## src/rtl/text_console_writer.sv

```systemverilog
// text_console_writer
// Writer side of the text-mode display path. Consumes an ASCII byte stream
// and writes character codes into the write port of the character RAM. It
// tracks the cursor, interprets CR/LF/BS, wraps at end of line, and scrolls
// by rotating a physical-row base. On a scroll the newly exposed line is
// blanked.
//
// Ports
//   clk, rst                    system clock, async active-high reset
//   char_valid/char_data        incoming byte, transferred when char_ready
//   char_ready                  block accepts a byte this cycle
//   clear_req                   one-cycle request to blank screen and home
//   wr_en/wr_addr/wr_data       registered RAM write port, one pulse per cell
//   cursor_col/cursor_row       logical cursor position
//   scroll_base                 physical row shown at the top of the screen
//   busy                        a multi-cycle clear is in progress
//
// state    | meaning
// ---------+-----------------------------------------------------------
// IDLE     | accept bytes, or start a clear (requested or latched)
// CLR_LINE | blank one physical row after a scroll, one cell per cycle
// CLR_ALL  | blank the whole buffer, addresses 0..ROWS*COLS-1

module text_console_writer #(
   parameter int          COLS   = 80,
   parameter int          ROWS   = 30,
   parameter int          ADDR_W = 12,
   parameter logic [7:0]  BLANK  = 8'h20
) (
   input  logic              clk,
   input  logic              rst,
   input  logic              char_valid,
   input  logic [7:0]        char_data,
   output logic              char_ready,
   input  logic              clear_req,
   output logic              wr_en,
   output logic [ADDR_W-1:0] wr_addr,
   output logic [7:0]        wr_data,
   output logic [6:0]        cursor_col,
   output logic [4:0]        cursor_row,
   output logic [4:0]        scroll_base,
   output logic              busy
);

   localparam int          CELLS      = ROWS * COLS;
   localparam logic [ADDR_W:0]   CELLS_CNT  = (ADDR_W + 1)'(CELLS);
   localparam logic [ADDR_W:0]   COLS_CNT   = (ADDR_W + 1)'(COLS);
   localparam logic [6:0]  COL_LAST   = 7'(COLS - 1);
   localparam logic [4:0]  ROW_LAST   = 5'(ROWS - 1);

   typedef enum logic [1:0] {
      IDLE     = 2'd0,
      CLR_LINE = 2'd1,
      CLR_ALL  = 2'd2
   } state_t;

   state_t              state_q, state_d;
   logic [6:0]          col_q, col_d;
   logic [4:0]          row_q, row_d;
   logic [4:0]          base_q, base_d;
   logic [ADDR_W-1:0]   clr_addr_q, clr_addr_d;
   // remaining cells in the current clear; one wider so ROWS*COLS == 2^ADDR_W fits
   logic [ADDR_W:0]     clr_left_q, clr_left_d;
   logic                pend_q, pend_d;
   logic                ready_q, ready_d;
   logic                busy_q, busy_d;
   logic                wr_en_q, wr_en_d;
   logic [ADDR_W-1:0]   wr_addr_q, wr_addr_d;
   logic [7:0]          wr_data_q, wr_data_d;

   logic [5:0]          phys_sum;
   logic [4:0]          phys_row;
   logic [ADDR_W-1:0]   cur_addr;
   logic [ADDR_W-1:0]   base_row_addr;
   logic                newline;

   // sum is at most 2*ROWS-2, so a single conditional subtract gives mod ROWS
   always_comb begin
      phys_sum      = {1'b0, base_q} + {1'b0, row_q};
      phys_row      = (phys_sum >= 6'(ROWS)) ? 5'(phys_sum - 6'(ROWS)) : 5'(phys_sum);
      cur_addr      = ADDR_W'(phys_row) * ADDR_W'(COLS) + ADDR_W'(col_q);
      base_row_addr = ADDR_W'(base_q) * ADDR_W'(COLS);
   end

   // a latched or fresh clear always wins over a byte in the same cycle
   assign char_ready = ready_q & ~clear_req;

   always_comb begin
      state_d    = state_q;
      col_d      = col_q;
      row_d      = row_q;
      base_d     = base_q;
      clr_addr_d = clr_addr_q;
      clr_left_d = clr_left_q;
      pend_d     = pend_q;
      wr_en_d    = 1'b0;
      wr_addr_d  = wr_addr_q;
      wr_data_d  = wr_data_q;
      newline    = 1'b0;

      case (state_q)
         IDLE: begin
            if (clear_req || pend_q) begin
               state_d    = CLR_ALL;
               col_d      = 7'd0;
               row_d      = 5'd0;
               base_d     = 5'd0;
               clr_addr_d = '0;
               clr_left_d = CELLS_CNT;
               pend_d     = 1'b0;
            end else if (char_valid && ready_q) begin
               if (char_data >= 8'h20 && char_data <= 8'h7E) begin
                  wr_en_d   = 1'b1;
                  wr_addr_d = cur_addr;
                  wr_data_d = char_data;
                  if (col_q == COL_LAST) begin
                     col_d   = 7'd0;
                     newline = 1'b1;
                  end else begin
                     col_d = col_q + 7'd1;
                  end
               end else begin
                  case (char_data)
                     8'h0D: col_d = 7'd0;
                     8'h0A: begin
                        col_d   = 7'd0;
                        newline = 1'b1;
                     end
                     8'h08: begin
                        if (col_q != 7'd0) begin
                           col_d     = col_q - 7'd1;
                           wr_en_d   = 1'b1;
                           wr_addr_d = cur_addr - ADDR_W'(1);
                           wr_data_d = BLANK;
                        end
                     end
                     default: ;
                  endcase
               end

               if (newline) begin
                  if (row_q != ROW_LAST) begin
                     row_d = row_q + 5'd1;
                  end else begin
                     // old top row becomes the new bottom line and must be blanked
                     base_d     = (base_q == ROW_LAST) ? 5'd0 : base_q + 5'd1;
                     state_d    = CLR_LINE;
                     clr_addr_d = base_row_addr;
                     clr_left_d = COLS_CNT;
                  end
               end
            end
         end

         CLR_LINE, CLR_ALL: begin
            wr_en_d    = 1'b1;
            wr_addr_d  = clr_addr_q;
            wr_data_d  = BLANK;
            clr_addr_d = clr_addr_q + ADDR_W'(1);
            clr_left_d = clr_left_q - (ADDR_W + 1)'(1);
            if (clear_req) pend_d = 1'b1;
            if (clr_left_q == (ADDR_W + 1)'(1)) state_d = IDLE;
         end

         default: state_d = IDLE;
      endcase

      ready_d = (state_d == IDLE) && !pend_d;
      // stays high through the cycle that shows the final clear write
      busy_d  = (state_d != IDLE) || (state_q != IDLE);
   end

   always_ff @(posedge clk or posedge rst) begin
      if (rst) begin
         state_q    <= IDLE;
         col_q      <= 7'd0;
         row_q      <= 5'd0;
         base_q     <= 5'd0;
         clr_addr_q <= '0;
         clr_left_q <= '0;
         pend_q     <= 1'b0;
         ready_q    <= 1'b0;
         busy_q     <= 1'b0;
         wr_en_q    <= 1'b0;
         wr_addr_q  <= '0;
         wr_data_q  <= 8'd0;
      end else begin
         state_q    <= state_d;
         col_q      <= col_d;
         row_q      <= row_d;
         base_q     <= base_d;
         clr_addr_q <= clr_addr_d;
         clr_left_q <= clr_left_d;
         pend_q     <= pend_d;
         ready_q    <= ready_d;
         busy_q     <= busy_d;
         wr_en_q    <= wr_en_d;
         wr_addr_q  <= wr_addr_d;
         wr_data_q  <= wr_data_d;
      end
   end

   assign wr_en       = wr_en_q;
   assign wr_addr     = wr_addr_q;
   assign wr_data     = wr_data_q;
   assign cursor_col  = col_q;
   assign cursor_row  = row_q;
   assign scroll_base = base_q;
   assign busy        = busy_q;

endmodule

```

## config.mk

```make
export PLATFORM = sky130hd
export DESIGN_NAME = text_console_writer
export DESIGN_NICKNAME = d
export VERILOG_FILES = /design/src/rtl/text_console_writer.sv
export SDC_FILE = /design/constraint.sdc
export NUM_CORES = 1
export LEC_CHECK = 0
export BUFFER_PORTS_ARGS = -buffer_cell sky130_fd_sc_hd__buf_4
export CAP_MARGIN = 20
export CORE_MARGIN = 1
export CORE_UTILIZATION = 41
export CTS_CLUSTER_DIAMETER = 40
export DETAILED_ROUTE_END_ITERATION = 8
export HOLD_SLACK_MARGIN = 0.03
export PLACE_DENSITY = 0.6
export SYNTH_ARGS = -nofsm -noshare
export SYNTH_HDL_FRONTEND = slang
export SYNTH_SLANG_ARGS = --single-unit
```

## constraint.sdc

```tcl
create_clock -name clk -period 5.6 [get_ports clk]
set_clock_uncertainty 0.1 [all_clocks]
set_input_delay 1.12 -clock clk [delete_from_list [all_inputs] [get_ports clk]]
set_output_delay 1.12 -clock clk [all_outputs]
set_load 0.02 [all_outputs]
```

==> flow_metrics.env <==
export IMPL_slew_headroom_pct=52.1
export IMPL_post_cts_resized=0
export IMPL_pre_cts_slack_ps=95.5
export IMPL_num_vias=4495
export IMPL_hold_viol_final=0
export IMPL_remaining_drc_errors=6
export IMPL_cts_buffers=9
export IMPL_gr_total_overflow=0
export IMPL_synthArstFlopShare_pct=100
export IMPL_die_area_um2=12400
export IMPL_total_power_mw=2.42
export IMPL_htree_levels=3
export IMPL_grt_pass1_wl_um=21400
export IMPL_ys_warnings_count=0
export IMPL_cts_sinks=68
export IMPL_tightestPinTransition_ps=718
export IMPL_hold_class="flop to flop"
export IMPL_areaGrowthSynthToFinish_pct=17.1
export IMPL_start_kind="flop"
export IMPL_yosysTopAreaCellShare_pct=34.6
export IMPL_endpoint_kind="flop"
export IMPL_cts_tree="done"
export IMPL_start_util_pct=42.6
export IMPL_fin_crit_sh_pct=94.6
export IMPL_register_area_um2=1700
export IMPL_place_area_um2=5440
export IMPL_clkTransAtPathRegs_ps=60
export IMPL_boundaryPins=52
export IMPL_cts_buffer_depth=2
export IMPL_synth_avg_cell_area_um2=8.50
export IMPL_syn_num_nets=627
export IMPL_synth_edf_count=0
export IMPL_multi_input_area_um2=3040
export IMPL_antennaDiodeCount=0
export IMPL_ys_seq_area_share_pct=34.6
export IMPL_reg2reg_slack_ps=300
export IMPL_drive_gt1_share_pct=16.3
export IMPL_cts_root_buffer="clkbuf_16"
export IMPL_drtPass1Iterations=6
export IMPL_synth_top_flop_cell="dfrtp_1"
export IMPL_postCtsSetupBuffers=0
export IMPL_rows=39
export IMPL_die_x_um=112
export IMPL_crit_required_ps=5740
export IMPL_synth_top_cells_by_area="dfrtp_1 (35%), ha_1 (8.1%), nand2_1 (5.8%), o21ai_0 (4.5%), nor2_1 (3.7%)"
export IMPL_cts_hold_fix_buffers=0
export IMPL_totalWireLength_um=12800
export IMPL_netlist_area_um2=4920
export IMPL_fin_area_um2=5760
export IMPL_fin_ws_ps=300
export IMPL_max_freq_mhz=189
export IMPL_synth_cells=579
export IMPL_core_area_um2=11600
export IMPL_n_fill_cell=1115
export IMPL_crit_fanout=7
export IMPL_wl_per_cell_um=16.6
export IMPL_cap_violations=0
export IMPL_drtAntennaViolNets=0
export IMPL_status="finished, violations left"
export IMPL_final_common_cell="nand2_1"
export IMPL_drtIter0Drc=349
export IMPL_ys_seq_elements=68
export IMPL_drv_slew=0
export IMPL_finalCriticalPeriod_ps=5300
export IMPL_port_buffers=51
export IMPL_synth_top_area_cell="dfrtp_1"
export IMPL_antenna_found_initial=0
export IMPL_p_per_area_nw_per_um2=421
export IMPL_arrival_ps=5440
export IMPL_critical_path_class="flop to flop"
export IMPL_die_height_um=112
export IMPL_routed_via_density=5.82
export IMPL_grt_max_degree=48
export IMPL_gp_congestion=0.817
export IMPL_fin_nets=673
export IMPL_place_hpwl_um=9210
export IMPL_p_leak_nw=2.62
export IMPL_ir_drop_mv=0.156
export IMPL_final_cell_mix="nand2_1 (76), dfrtp_1 (68), buf_4 (58), nor2_1 (49), o21ai_0 (44)"
export IMPL_clk_latency_ps=340
export IMPL_grtUsageTotal_pct=21.7
export IMPL_ys_types=77
export IMPL_setup_viol=0
export IMPL_grt_pass1_vias=4268
export IMPL_violations="design-rule violations"
==> cells in the mapped netlist, drive strengths merged, types with 10 or more instances <==
library cell,n
nor3,17
nand3,27
o31ai,11
a21o,10
nand4,13
nand2,76
nor2,49
xnor2,11
a21oi,35
ha,32
inv,29
clkbuf,16
o21ai,50
dfrtp,68
==> area by class of cell <==
class / count / share of cell area, %
inverter: 30 / 1.95
clock buffer: 10 / 3.97
tap: 143 / 3.10
clock inverter: 6 / 1.11
multi-input combinational: 458 / 52.8
timing repair buffer: 58 / 7.55
sequential: 68 / 29.5
==> where the power goes <==
part	switching (mW)	total (mW)	leakage (nW)	internal, mW
clock	0.221	0.566	0.139	0.345
sequential	0.131	0.755	0.887	0.624
combinational	0.678	1.10	1.60	0.425
==> worst max-delay path: stages (launching register included) <==
cell      delay (ps)
dfrtp_1          440
ha_1             260
fa_1             430
xnor2_2          220
inv_1             80
nand4_1          220
a21oi_1          110
o31a_1           250
nor3_2           270
nand2b_1         160
xnor2_1          150
ha_1             290
ha_1             240
fa_1             460
xor2_2           230
and3_1           210
a32o_1           230
o21ai_0          310
o22ai_1          130
o21a_1           200
o31ai_2          210
==> flip-flops by register name, indices dropped and copies added (netlist names) <==
signal / flops
clr_addr_q: 12
scroll_base: 5
clr_left_q: 13
cursor_row: 5
wr_data: 8
wr_en: 1
wr_addr: 12
pend_q: 1
cursor_col: 7
state_q: 2
busy: 1
ready_q: 1
==> per-layer routing <==
| layer | vias up | wire [um] | part of all wire, % | GRT usage [%] |
|---|---|---|---|---|
| met4 | 0 | 344 | 2.7 | 10.5 |
| met1 | 2166 | 6040 | 47 | 29.1 |
| li1 | 2206 | - | - | - |
| met2 | 106 | 5980 | 47 | 34.1 |
| met5 | - | 0 | 0 | 0 |
| met3 | 17 | 480 | 3.7 | 3.48 |
==> cell families (layout without fill, tap and decap cells) <==
group                    count (synthesis)  in the layout  share of synthesized area [%]
AND/OR/NAND/NOR                        231            231                           23.2
XOR/XNOR                                18             18                           3.20
adder cells (fa/ha/maj)                 36             36                           9.76
AO/OA/AOI/OAI                          160            160                           21.9
buffers and inverters                   53            104                           4.37
multiplexers                            13             13                           3.00
flip-flops                              68             68                           34.6
==> metrics by stage <==
| step | hold slack [ps] | cells | utilization [%] | setup TNS (ps) |
|---|---|---|---|---|
| floorplan | 364 | 579 | - | 0 |
| CTS | 384 | 773 | 49.6 | 0 |
| detailed placement | 372 | 757 | 47.1 | 0 |
| global placement | 365 | 757 | 47.1 | 0 |
| global route | 407 | 773 | 49.8 | -43.3 |
| finish | 379 | 773 | 49.8 | 0 |
==> final timing paths <==
check                               from              to  depth (start not counted)
hold / removal                wr_data[3]      wr_data[3]                          2
hold reg to reg               wr_data[3]      wr_data[3]                          2
setup / recovery           cursor_row[0]     wr_addr[11]                         20
min in group asynchronous            rst  clr_left_q[11]                          2
max in group asynchronous            rst      wr_data[7]                          3
setup reg to reg           cursor_row[0]     wr_addr[11]                         20
No activity file was read; power rests on OpenSTA's default activity.
